### config.mk
export PLATFORM = sky130hd
export DESIGN_NAME = dct_to_px_adapter
export DESIGN_NICKNAME = d
export VERILOG_FILES = /design/src/rtl/dct_to_px_adapter.sv
export SDC_FILE = /design/constraint.sdc
export NUM_CORES = 1
export LEC_CHECK = 0
export CAP_MARGIN = 10
export CORE_MARGIN = 10
export CORE_UTILIZATION = 44
export DETAILED_ROUTE_END_ITERATION = 8
export GPL_TIMING_DRIVEN = 1
export HOLD_SLACK_MARGIN = 0.08
export PLACE_DENSITY = 0.92
export SETUP_SLACK_MARGIN = 0.5
export SLEW_MARGIN = 40
export SYNTH_ARGS = -nofsm -noshare
export SYNTH_HDL_FRONTEND = slang
export SYNTH_SLANG_ARGS = --single-unit
### constraint.sdc
create_clock -name clk_i -period 4.32 [get_ports clk_i]
set_clock_uncertainty 0.15 [all_clocks]
set_input_delay 0.864 -clock clk_i [delete_from_list [all_inputs] [get_ports clk_i]]
set_output_delay 0.864 -clock clk_i [all_outputs]
set_load 0.05 [all_outputs]
### src/rtl/dct_to_px_adapter.sv
// dct_to_px_adapter
//   Sits after the IDCT on the decode/loopback path. Each accepted parallel word
//   carries one 8-sample block row of signed IDCT output. The samples are shifted
//   back into the unsigned pixel range (+2^(PX_WIDTH-1)) with saturation, held in
//   a single row register and serialized, pixel 0 first, onto one of eight line
//   streams. Word k of a block goes to line k%8.
//
// Ports (AXI4-Stream bundles flattened to plain signals)
//   clk_i                 clock
//   rst_n_i               synchronous, active-low reset
//   par_video_tdata_i     8 signed samples, sample j in [j*IN_WIDTH +: IN_WIDTH]
//   par_video_tvalid_i    parallel word valid
//   par_video_tlast_i     parallel word tlast (stripe's last block)
//   par_video_tuser_i     parallel word tuser (frame start)
//   par_video_tready_o    parallel word ready
//   ser_video_tdata_o     per-line pixel, pixel in LSBs, upper bits zero
//   ser_video_tvalid_o    per-line valid (at most one line active)
//   ser_video_tlast_o     per-line tlast (last pixel of a tlast row)
//   ser_video_tuser_o     per-line tuser (first pixel of a tuser row)
//   ser_video_tready_i    per-line ready
module dct_to_px_adapter #(
  parameter int PX_WIDTH = 8,
  parameter int IN_WIDTH = PX_WIDTH + 3,
  localparam int SER_TDATA_WIDTH = ((PX_WIDTH + 7) / 8) * 8
) (
  input  logic                                clk_i,
  input  logic                                rst_n_i,
  input  logic [8*IN_WIDTH-1:0]               par_video_tdata_i,
  input  logic                                par_video_tvalid_i,
  input  logic                                par_video_tlast_i,
  input  logic                                par_video_tuser_i,
  output logic                                par_video_tready_o,
  output logic [7:0][SER_TDATA_WIDTH-1:0]     ser_video_tdata_o,
  output logic [7:0]                          ser_video_tvalid_o,
  output logic [7:0]                          ser_video_tlast_o,
  output logic [7:0]                          ser_video_tuser_o,
  input  logic [7:0]                          ser_video_tready_i
);

  typedef enum logic {EMPTY = 1'b0, SEND = 1'b1} state_e;

  // Offset back to unsigned and clamp. The sum is one bit wider than the input
  // so the most positive input plus the offset cannot wrap negative.
  function automatic logic [PX_WIDTH-1:0] sat_px(input logic signed [IN_WIDTH-1:0] s);
    logic signed [IN_WIDTH:0] sum;
    logic signed [IN_WIDTH:0] off;
    logic signed [IN_WIDTH:0] maxv;
    off                  = '0;
    off[PX_WIDTH-1]      = 1'b1;
    maxv                 = '0;
    maxv[PX_WIDTH-1:0]   = '1;
    sum                  = {s[IN_WIDTH-1], s} + off;
    if (sum < 0)         return '0;
    else if (sum > maxv) return '1;
    else                 return sum[PX_WIDTH-1:0];
  endfunction

  state_e                     state_q, state_d;
  logic [7:0][PX_WIDTH-1:0]   row_q, row_d;
  logic                       row_tlast_q, row_tlast_d;
  logic                       row_tuser_q, row_tuser_d;
  logic [2:0]                 px_cnt_q, px_cnt_d;
  logic [2:0]                 ln_cnt_q, ln_cnt_d;

  logic                       last_px;
  logic                       emit;
  logic                       accept;
  logic [7:0][PX_WIDTH-1:0]   row_conv;

  assign last_px = (px_cnt_q == 3'd7);
  assign emit    = (state_q == SEND) && ser_video_tready_i[ln_cnt_q];

  // Ready also when the last pixel of the held row leaves this cycle, so the
  // next row loads without a bubble between lines.
  assign par_video_tready_o = rst_n_i && ((state_q == EMPTY) || (emit && last_px));
  assign accept             = par_video_tvalid_i && par_video_tready_o;

  always_comb begin
    for (int j = 0; j < 8; j++) begin
      row_conv[j] = sat_px(par_video_tdata_i[j*IN_WIDTH +: IN_WIDTH]);
    end
  end

  always_comb begin
    state_d     = state_q;
    row_d       = row_q;
    row_tlast_d = row_tlast_q;
    row_tuser_d = row_tuser_q;
    px_cnt_d    = px_cnt_q;
    ln_cnt_d    = ln_cnt_q;

    if (emit) begin
      if (last_px) begin
        px_cnt_d = 3'd0;
        ln_cnt_d = ln_cnt_q + 3'd1;
        state_d  = EMPTY;
      end else begin
        px_cnt_d = px_cnt_q + 3'd1;
      end
    end

    // A load overrides the drain-to-EMPTY above when both happen together.
    if (accept) begin
      row_d       = row_conv;
      row_tlast_d = par_video_tlast_i;
      row_tuser_d = par_video_tuser_i;
      px_cnt_d    = 3'd0;
      state_d     = SEND;
    end
  end

  // Control state: reset clears the row (EMPTY) and both counters.
  always_ff @(posedge clk_i) begin
    if (!rst_n_i) begin
      state_q     <= EMPTY;
      row_tlast_q <= 1'b0;
      row_tuser_q <= 1'b0;
      px_cnt_q    <= 3'd0;
      ln_cnt_q    <= 3'd0;
    end else begin
      state_q     <= state_d;
      row_tlast_q <= row_tlast_d;
      row_tuser_q <= row_tuser_d;
      px_cnt_q    <= px_cnt_d;
      ln_cnt_q    <= ln_cnt_d;
    end
  end

  // Pixel data: only meaningful while SEND, so it carries no reset.
  always_ff @(posedge clk_i) begin
    row_q <= row_d;
  end

  // Outputs are decoded purely from registers; idle lines read all zero.
  always_comb begin
    ser_video_tvalid_o = '0;
    ser_video_tdata_o  = '0;
    ser_video_tlast_o  = '0;
    ser_video_tuser_o  = '0;
    if (state_q == SEND) begin
      ser_video_tvalid_o[ln_cnt_q] = 1'b1;
      ser_video_tdata_o[ln_cnt_q]  = SER_TDATA_WIDTH'(row_q[px_cnt_q]);
      ser_video_tuser_o[ln_cnt_q]  = row_tuser_q && (px_cnt_q == 3'd0);
      ser_video_tlast_o[ln_cnt_q]  = row_tlast_q && last_px;
    end
  end

endmodule

==> results of run 1 <==
logic make-up (layout without fill, tap and decap cells):
group                      after synthesis  in the layout
and+or+nand+nor                        159            159
AOI/OAI and AO/OA                       97             97
buffers and inverters                   79            268
adders and majority gates               12             12
DFF                                     73             73
muxes                                   29             29
timing repair:
| item | CTS | global route |
|---|---|---|
| setup endpoints to repair | 62 | 49 |
| resized for setup | 3 | 49 |
| buffers inserted | 0 | 0 |
metrics by stage:
step	hold slack [ns]	cells	cell area, µm²	util	power, mW
floorplan	0.3755	449	4533	-	0.9975
detailed placement	0.4334	755	6530	0.6590	1.150
global placement	0.4072	755	6530	0.6590	1.138
global route	0.4799	771	6844	0.6907	1.704
CTS	0.4451	771	6723	0.6784	1.644
finish	0.4508	771	6844	0.6907	1.641
critical path, cell delays in order (launching register included):
cell,delay (ns)
sky130_fd_sc_hd__dfxtp_2,0.49
sky130_fd_sc_hd__buf_4,0.18
sky130_fd_sc_hd__mux4_2,0.53
sky130_fd_sc_hd__mux2i_4,0.34
sky130_fd_sc_hd__nor2_1,0.10
sky130_fd_sc_hd__clkdlybuf4s50_1,0.73
state kept, by name, summed over array words and instances (netlist names):
signal / count
px_cnt_q: 3
ln_cnt_q: 3
row_q: 64
row_tuser_q: 1
row_tlast_q: 1
state_q: 1
worst paths after layout:
kind	depth (start not counted)	slack (ns)	to	from
hold reg to reg	2	0.45	state_q	state_q
hold / removal	2	0.45	state_q	state_q
setup / recovery	5	0.58	ser_video_tdata_o[10]	px_cnt_q[0]
setup reg to reg	7	1.54	row_q[18]	px_cnt_q[0]
where the power goes:
| part | internal [mW] | switching, mW | total (mW) |
|---|---|---|---|
| clock network | 0.263 | 0.241 | 0.504 |
| logic | 0.159 | 0.158 | 0.317 |
| registers | 0.806 | 0.0136 | 0.820 |
layout make-up:
cell class	instances	share of cell area
tap	133	0.02431
clock buffer	10	0.01865
clock inverter	6	0.008592
inverter	55	0.03016
sequential	73	0.3077
timing repair buffer	197	0.3016
multi-input combinational	297	0.3090
metal layers:
layer	vias up	GRT usage
li1	1975	-
met1	1929	0.2094
met2	212	0.3143
met3	24	0.04141
met4	0	0.04396
met5	-	0
Yosys cell counts, types with 5 or more instances:
cell type / count / area share
sky130_fd_sc_hd__a21oi_1: 7 / 0.0077
sky130_fd_sc_hd__nor2b_1: 8 / 0.011
sky130_fd_sc_hd__buf_1: 6 / 0.0050
sky130_fd_sc_hd__mux4_2: 17 / 0.084
sky130_fd_sc_hd__clkbuf_1: 9 / 0.0075
sky130_fd_sc_hd__nand2_1: 30 / 0.025
sky130_fd_sc_hd__dfxtp_1: 9 / 0.040
sky130_fd_sc_hd__mux2i_4: 7 / 0.035
sky130_fd_sc_hd__nand3_1: 6 / 0.0066
sky130_fd_sc_hd__o21a_1: 24 / 0.040
sky130_fd_sc_hd__edfxtp_1: 64 / 0.42
sky130_fd_sc_hd__a31oi_1: 40 / 0.055
sky130_fd_sc_hd__buf_2: 5 / 0.0055
sky130_fd_sc_hd__and3_1: 5 / 0.0069
sky130_fd_sc_hd__o22ai_1: 5 / 0.0069
sky130_fd_sc_hd__nor3_1: 6 / 0.0066
sky130_fd_sc_hd__inv_1: 55 / 0.046
sky130_fd_sc_hd__ha_1: 12 / 0.033
sky130_fd_sc_hd__nor2_1: 86 / 0.071
sky130_fd_sc_hd__and2_1: 6 / 0.0083
==> results summary, run 1 <==
The run finished with clean final reports. The final worst slack came out at 0.5821 ns. The number of antenna violations at the first check in global routing is 0.

The maximum vdd ir drop is 0.1487 mV. The primary flip-flop cell chosen by synthesis mapping is sky130_fd_sc_hd__edfxtp_1. The area of combinational cells with multiple inputs is 0.002115 mm². The setup slack at placement is 0.6484 ns. The average wire per cell in the routed design came out at 18.83 µm. At the worst endpoint, the required time is 3.31 ns. The standard-cell row count came out at 36.

The instance count of the mapped netlist came out at 449. The diode insertion count for antenna repair came out at 0. The clock-pin slew of the registers on the worst-case setup and hold paths is 0.07 ns. The share of the synthesized area in compound gates (AO/OA/AOI/OAI) is 0.1457. The growth of design area from synthesis to finish is 50.98%.

For this block, the routed nets add up to 14.52 mm of wire. The number of DRC markers in iteration 0 came out at 261. The static leakage power is 3.410 nW. The sequential cells in the finished layout cover a total of 0.002106 mm². Counting flops and latches in the post-synthesis netlist gives 73. The post-route setup TNS is 0 ns. For this run, the top clock speed supported by timing is 0.2675 GHz. The sum of overflow across all layers after global routing came out at 0. The all-layer global routing usage is 0.1766.

The arithmetic-cell share of the synthesized area counting full adders, half adders and majority gates is 0.03312. The number of synthesis warnings came out at 0. The ratio of cells with drive above 1 in the final layout came out at 0.09248. The count of input and output buffers is 189. The data arrival time at the worst-slack endpoint came out at 2.72 ns. At the pin with the least slew margin, the transition time is 0.7662 ns. The number of hold violations in the final report is 0. The mapped cell area is 0.004533 mm². The total via count after detailed routing came out at 4140. The total number of H-tree levels is 3.

The category of the worst setup path launch point is a flop. The count of final max-slew check failures came out at 0. Of the synthesized area, sequential elements account for 0.4637. The headroom to the max-slew limit came out at 0.4892.

A synthesized cell averages 10.10 µm². The routed metal-1 wire length is 5.979 mm. Entering global routing, the biggest net connects 65 pins.

The share of async-settable or async-resettable flops after synthesis came out at 0. Yosys mapped a number of flops with a built-in enable equal to 64. The commonest non-fill, non-tap cell in the layout is sky130_fd_sc_hd__clkdlybuf4s50_1. The clock sink total came out at 73. The total setup violations reported at the end of the flow came out at 0.

The number of detailed-routing iterations run before antenna repair is 6. The residual DRC count is 0. The total CTS buffers is 9. The layout filler cell count is 711. After synthesis, the largest family of logic cells by area is simple AND/OR/NAND/NOR gates. The number of maximum-capacitance violations came out at 0. The share of the cycle needed by the critical path after routing is 0.8653.

The net count after synthesis came out at 562. Routability-driven placement finished with a final weighted congestion of 0.8072. The routed length on met3 came out at 1.227 mm. The maximum buffer depth of the clock tree came out at 2. The power density over the cells came out at 239.8 mW/mm². In the layout the commonest cells are 138 x sky130_fd_sc_hd__clkdlybuf4s50_1, 86 x sky130_fd_sc_hd__nor2_1, 64 x sky130_fd_sc_hd__edfxtp_1.

Along the worst path, the maximum fanout reaches 10. The XOR/XNOR share of the synthesized area is 0. The worst path in the final design needs a cycle of 3.738 ns, including I/O delays and setup. The height of the die came out at 121.5 µm. The via count of the first global-routing pass is 4014.

The first-pass GRT wire length came out at 20.76 mm. The horizontal die dimension is 121.5 µm. The effective utilization at floorplan came out at 0.4574. The TritonCTS clock tree is done. The number of hold buffers added after CTS was 0. Measured against the total synthesized area, the mux share comes to 0.1308. After detailed routing, no signal wire sits above met4. CTS placed an instance of sky130_fd_sc_hd__clkbuf_8 at the clock tree root. Setup repair after global routing left no endpoint under its margin.

For the worst-skew pair, the clock arrives at the later sink with an insertion delay of 0.34 ns. Summed over all nets, the half-perimeter wirelength after detailed placement is 11.46 mm. The floorplan die area came out at 0.01476 mm². Using the TritonRoute via totals, the vias-per-cell ratio works out to 5.370. The area of the core region came out at 0.009910 mm². The final antenna-violating net count came out at 0. Wire segments on met2 add up to 7.080 mm in the final route. The worst hold path belongs to the class flop to flop. The worst setup path category is flop to output port.

Pin placement for this block handled 190 I/O pins. Of the total synthesized cell area, the portion taken by AND, OR, NAND and NOR gates is 0.1557. The post-layout net count is 746. Counting distinct cell types in the post-synthesis netlist gives 43.

The worst setup path is captured at an output port.
(Power assumes the default switching activity.)
==> inputs of run 2 (changes only) <==
--- a/config.mk
+++ b/config.mk
@@ -7,11 +7,12 @@
 export LEC_CHECK = 0
 export CAP_MARGIN = 10
 export CORE_MARGIN = 10
-export CORE_UTILIZATION = 44
+export CORE_UTILIZATION = 47
+export CTS_CLUSTER_SIZE = 28
 export DETAILED_ROUTE_END_ITERATION = 8
 export GPL_TIMING_DRIVEN = 1
 export HOLD_SLACK_MARGIN = 0.08
-export PLACE_DENSITY = 0.92
+export PLACE_DENSITY = 0.95
 export SETUP_SLACK_MARGIN = 0.5
 export SLEW_MARGIN = 40
 export SYNTH_ARGS = -nofsm -noshare
==> constraint.sdc (replaced) <==
create_clock -name clk_i -period 4.85 [get_ports clk_i]
set_clock_uncertainty 0.15 [all_clocks]
set_input_delay 0.97 -clock clk_i [delete_from_list [all_inputs] [get_ports clk_i]]
set_output_delay 0.97 -clock clk_i [all_outputs]
set_load 0.05 [all_outputs]
==> results summary, run 2 (synthesized netlist as in run 1, its figures left out) <==
The run finished with clean final reports. The number of hold violations in the final report came out at 0. In this run the worst hold path is classified as flop to flop. The largest fanout on the critical path is 3.

Once the clock tree was built, the setup fixing pass inserted 0 buffers. Leaving out fill and tap cells, the most frequent cell in the layout is sky130_fd_sc_hd__clkdlybuf4s50_1. The half-perimeter wire length after detailed placement is 11.39 mm. In the final layout, the registers with the most flip-flops are row_q x64, ln_cnt_q x3, px_cnt_q x3. STA classifies the critical path endpoint as an output port.

The core region is 0.009328 mm². The startpoint of the worst hold path is state_q. The flop-to-flop setup slack is 1.86 ns. The ratio of cells with drive above 1 in the final layout came out at 0.07874. The effective utilization at floorplan is 0.4860. Clock tree synthesis inserted a total of 9 buffers. Summed over all layers, the global routing overflow is 0. Leaving out fill and tap cells, the most frequent cells in the layout are 189 x sky130_fd_sc_hd__clkdlybuf4s50_1, 86 x sky130_fd_sc_hd__nor2_1, 64 x sky130_fd_sc_hd__edfxtp_1.

The first-pass GRT wire length is 22.06 mm. The number of antenna violations at the first check in global routing was 0. row_q holds more flip-flops than any other register. After detailed routing, the total wire length is 14.22 mm. The weighted congestion reported at the end of routability-driven placement came out at 0.8474.

The later-pin clock latency in the skew report came out at 0.34 ns. The worst register-to-register path ends at row_q[39]. The total via count after detailed routing is 4076. The repair_antennas step left the layout with diodes totalling 0.

The data required time of the critical path is 3.73 ns. The data arrival time at the worst-slack endpoint is 3.02 ns. At the end of the flow, the number of nets in the layout was 743. The category of the worst setup path launch point is an input pin. The routed metal-1 wire length came out at 5.777 mm. The worst hold path terminates at state_q. The finished layout cell area is 0.006721 mm². The growth of design area from synthesis to finish came out at 48.27%. In this run the cell area measured after placement is 0.006511 mm². For this run, the total global-route usage over all layers was measured as 0.1945. The maximum vdd ir drop is 0.1407 mV. The analysis attributes to cell leakage a power of 2.515 nW. After detailed routing, the number of remaining DRC violations is 0. The vias per cell came out at 5.335. The minimum hold slack came out at 0.4623 ns. In this run the critical register-to-register path is launched from px_cnt_q[0]. The number of DRC markers in iteration 0 is 369.

The total setup violations reported at the end of the flow is 0. The routed length on met3 is 1.250 mm. The height of the die came out at 118.2 µm. The slew of the pin with the lowest slew margin is 0.7873 ns. The count of final max-slew check failures is 0. The root cell of the clock tree is sky130_fd_sc_hd__clkbuf_8. The clock-pin slew of the registers on the worst-case setup and hold paths came out at 0.08 ns. The share of the cycle needed by the critical path after routing came out at 0.8537. The total number of H-tree levels came out at 3. Adding up every negative setup slack in the final design gives 0 ns. The count of cells resized by post-cts repair came out at 0. For this design, the sink count on the clock tree is 73. The average wire per cell in the routed design is 18.61 µm. The final antenna-violating net count came out at 0. The number of cell instances on the worst register-to-register path is 6. During I/O placement, the number of pins put on the boundary was 190. The shortest clock period the worst path allows after layout came out at 4.141 ns. Entering global routing, the biggest net connects 65 pins. The horizontal die dimension came out at 118.2 µm.

The quantity of hold-fixing buffers added after cts came out at 0. The number of flip-flops under the largest register name came out at 64. After detailed routing, no signal wire sits above met4. Setup repair after global routing left no endpoint under its margin.

Across the run, the number of max-cap violations was 0. Measured against its own limit, the worst slew margin works out to 0.4751. After floorplanning, the core was divided into 35 placement rows. During placement, the flow inserted port buffers numbering 189. The floorplan die area is 0.01397 mm².

Derived from the worst setup path, the maximum achievable clock frequency is 0.2415 GHz. The worst hold path depth is 2. In this run the deepest clock path goes through 2 buffers.

The setup path with the least slack is of type input pin to output port. The via count of the first global-routing pass came out at 4130. The TritonCTS clock tree is done.

In this run the power density over the cells is 226.2 mW/mm². The first detailed-routing pass ran for 5 iterations. The routed design uses 7.047 mm of met2 wire.
## run 2: worst max path at each step
| stage | startpoint | end | slack (ns) | cells past startpoint |
|---|---|---|---|---|
| 2_1_floorplan | ser_video_tready_i[1] | row_q[0] | 1.11 | 5 |
| 3_3_place_gp | ser_video_tready_i[3] | par_video_tready_o | 0.75 | 6 |
| 3_5_place_dp | ser_video_tready_i[3] | par_video_tready_o | 0.71 | 6 |
| 4_1_cts | ser_video_tready_i[3] | par_video_tready_o | 0.70 | 6 |
| 6_report | ser_video_tready_i[3] | par_video_tready_o | 0.71 | 6 |
| 5_1_grt | px_cnt_q[0] | par_video_tready_o | 0.64 | 6 |
## run 2: metrics by stage
step	instances	power, mW	util	worst slack [ns]
CTS	764	1.529	0.7206	0.6988
global route	764	1.581	0.7206	0.6430
finish	764	1.520	0.7206	0.7094
detailed placement	748	1.025	0.6981	0.7106
floorplan	449	0.8885	-	1.111
global placement	748	1.012	0.6979	0.7523
## run 2: per-layer routing
metal	vias up	track usage
li1	1966	-
met1	1884	0.2240
met2	212	0.3453
met3	14	0.06092
met4	0	0.04173
met5	-	0
## run 2: layout make-up
cell class	count	area (µm²)
repair buffers	194	1929
fillers	690	2606
inverters	55	206.4
clock buffers	10	127.6
flip-flops and latches	73	2103
multi-input cells	297	2111
clock inverters	6	82.58
well taps	129	161.4
## run 2: worst max-delay path: stages
cell	delay, ns
sky130_fd_sc_hd__clkdlybuf4s50_1	0.40
sky130_fd_sc_hd__mux4_2	0.50
sky130_fd_sc_hd__o22ai_2	0.19
sky130_fd_sc_hd__o21ai_2	0.10
sky130_fd_sc_hd__and2_1	0.17
sky130_fd_sc_hd__clkdlybuf4s50_1	0.70
## run 2: power by group
part           internal (mW)  leakage, nW  switching [mW]
Clock                  0.287        0.108           0.220
Combinational          0.141         1.74           0.140
Sequential             0.718        0.664          0.0137
==> patch (config.mk and constraints of run 1) <==
Reset style: asynchronous (`rst_n_i`), changed in one clocked block. Comments in the files are not updated.
--- a/src/rtl/dct_to_px_adapter.sv
+++ b/src/rtl/dct_to_px_adapter.sv
@@ -111,5 +111,5 @@
 
   // Control state: reset clears the row (EMPTY) and both counters.
-  always_ff @(posedge clk_i) begin
+  always_ff @(posedge clk_i or negedge rst_n_i) begin
     if (!rst_n_i) begin
       state_q     <= EMPTY;
Formal check against the unedited RTL: differs if rst_n_i is asserted again (counterexample within 4 cycles, from zero or initial values and one cycle with rst_n_i low); with rst_n_i held inactive, the same outputs for 4 cycles.
==> patch against run 1 <==
Synthesized area is 1.5% lower. Routed wire length increased by 0.26%. Sequential cell count unchanged. Via count fell by 0.56%. Worst setup slack better by 0.031 ns. Final area shrank 1.4%. Die area decreased by 1.3%. Critical endpoint is now ser_video_tuser_o[1]. Largest cell class is now sequential cells.
Power is not compared: it rests on default switching activity, and its combinational part moved more than twofold at a synthesized area within 25%.
==> patch: results (changes against run 1) <==
stage	metric	value	unit	change
yosys	syn-num-nets	546		-2.8%
critical_path	critPathArrivalTime	2.69	ns	-0.03 ns
layout	nNetsFinal	733		-1.7%
sta	worst_slew_pin_slew	0.688	ns	-0.0779 ns
placement	dpl.cell_count	741		-1.9%
grt	grt_max_degree	46		-29%
run_status	status	completed		
grt	grt_pass1_vias	4034		+0.50%
placement	hpwlAfterDp	11600	µm	+0.84%
yosys	async_flop_share	0.123		+0.123
layout	num-fill-cells	729		+2.5%
drt	vias_per_cell	5.43		+1.1%
critical_path	crit_family	simple AND/OR/NAND/NOR gates		
critical_path	reg2reg_depth	6		-1
yosys	synthCells	433		-3.6%
critical_path	critical_path.max_fanout	16		+6
drt	wirelength	14600	µm	+0.26%
grt	grt_pass1_wl	21900	µm	+5.7%
critical_path	cpPeakStageDelay	0.84	ns	+0.11 ns
grt	grtUsageTotal	0.189		+0.0124
grt	grt_use_met1	0.221		+0.0114
drt	drt_iter0_markers	341		+31%
yosys	synth_common_cells	88 x nor2_1, 64 x edfxtp_1, 56 x inv_1, 40 x a31oi_1, 27 x nand2_1		
yosys	synth_cell_types	39		-9.3%
grt	use_met3	0.0558		+0.0144
layout	layout-drive-gt1-share	0.0704		-0.0221
yosys	synth.area.top_cells	edfxtp_1 43%, nor2_1 7.4%, mux4_1 6.5%, a31oi_1 5.6%, dfrtp_1 5.0%		
-- patch: cell types whose count changed after synthesis, sizes merged, moves of 3 or more --
cell,run 1,this run
and3,5,0
nand2b,3,0
buf,15,9
dfxtp,9,0
dfrtp,0,9
nor2,86,89
nand2,30,27
clkbuf,9,12
-- patch: cells by family (layout without fill, tap and decap cells) --
family | Yosys count | after routing | share of synthesized area
and+or+nand+nor | 151 | 151 | 0.147
AOI/OAI and AO/OA | 89 | 89 | 0.135
buffers and inverters | 77 | 269 | 0.0701
DFF | 73 | 73 | 0.481
muxes | 29 | 29 | 0.129
adders and majority gates | 12 | 12 | 0.0336
xor gates and xnor gates | 2 | 2 | 0.00393
-- patch: power by group --
part           internal [µW]  total (µW)  switching (µW)  leakage, µW
clock                    319         568             248     0.000104
sequential               856         976             120     0.000675
combinational            772        2290            1520      0.00260
total                   1950        3840            1890      0.00338
-- patch: final cells by class --
type | instances | area (µm²) | area share
flip-flops and latches | 73 | 2150 | 0.318
multi-input cells | 283 | 2030 | 0.300
repair buffers | 197 | 1990 | 0.295
inverters | 56 | 210 | 0.0311
well taps | 133 | 166 | 0.0247
clock buffers | 9 | 124 | 0.0184
clock inverters | 7 | 85.1 | 0.0126
-- patch: worst register-to-register path, stage by stage (launching register included) --
cell and delay (ns):
dfrtp_2 0.63, ha_1 0.24, ha_1 0.27, inv_1 0.12
o21ai_0 0.28, nor2b_4 0.58, buf_12 0.33
-- patch: per-stage QoR --
stage | cell area (µm²) | total power [µW] | worst slack, ns | hold WS, ns | util
2_1_floorplan | 4470 | 2530 | 0.562 | 0.393 | -
3_3_place_gp | 6480 | 3260 | 0.663 | 0.409 | 0.660
3_5_place_dp | 6480 | 3340 | 0.564 | 0.426 | 0.660
4_1_cts | 6660 | 3840 | 0.502 | 0.436 | 0.678
5_1_grt | 6750 | 4020 | 0.470 | 0.462 | 0.687
6_report | 6750 | 3840 | 0.613 | 0.435 | 0.687
-- patch: final timing paths --
| check | start | endpoint | slack (ns) |
|---|---|---|---|
| max | state_q | ser_video_tuser_o[1] | 0.61 |
| min | px_cnt_q[0] | px_cnt_q[0] | 0.43 |
| max reg2reg | px_cnt_q[1] | row_q[27] | 1.37 |
| min reg2reg | px_cnt_q[0] | px_cnt_q[0] | 0.43 |
| max in group asynchronous | rst_n_i | px_cnt_q[1] | 3.00 |
| min in group asynchronous | rst_n_i | row_tuser_q | 0.68 |
-- patch: what timing repair did --
| action | in CTS | in global routing |
|---|---|---|
| endpoints found under the setup margin | 49 | 36 |
| gates resized for setup | 40 | 34 |
| setup buffers | 0 | 1 |
| pin swaps | 0 | 1 |
-- patch: layer usage --
layer / wire [µm] / vias to the layer above
met5: 0 / -
met4: 156 / 0
met3: 1270 / 11
met2: 7130 / 220
met1: 6000 / 1954
li1: - / 1932
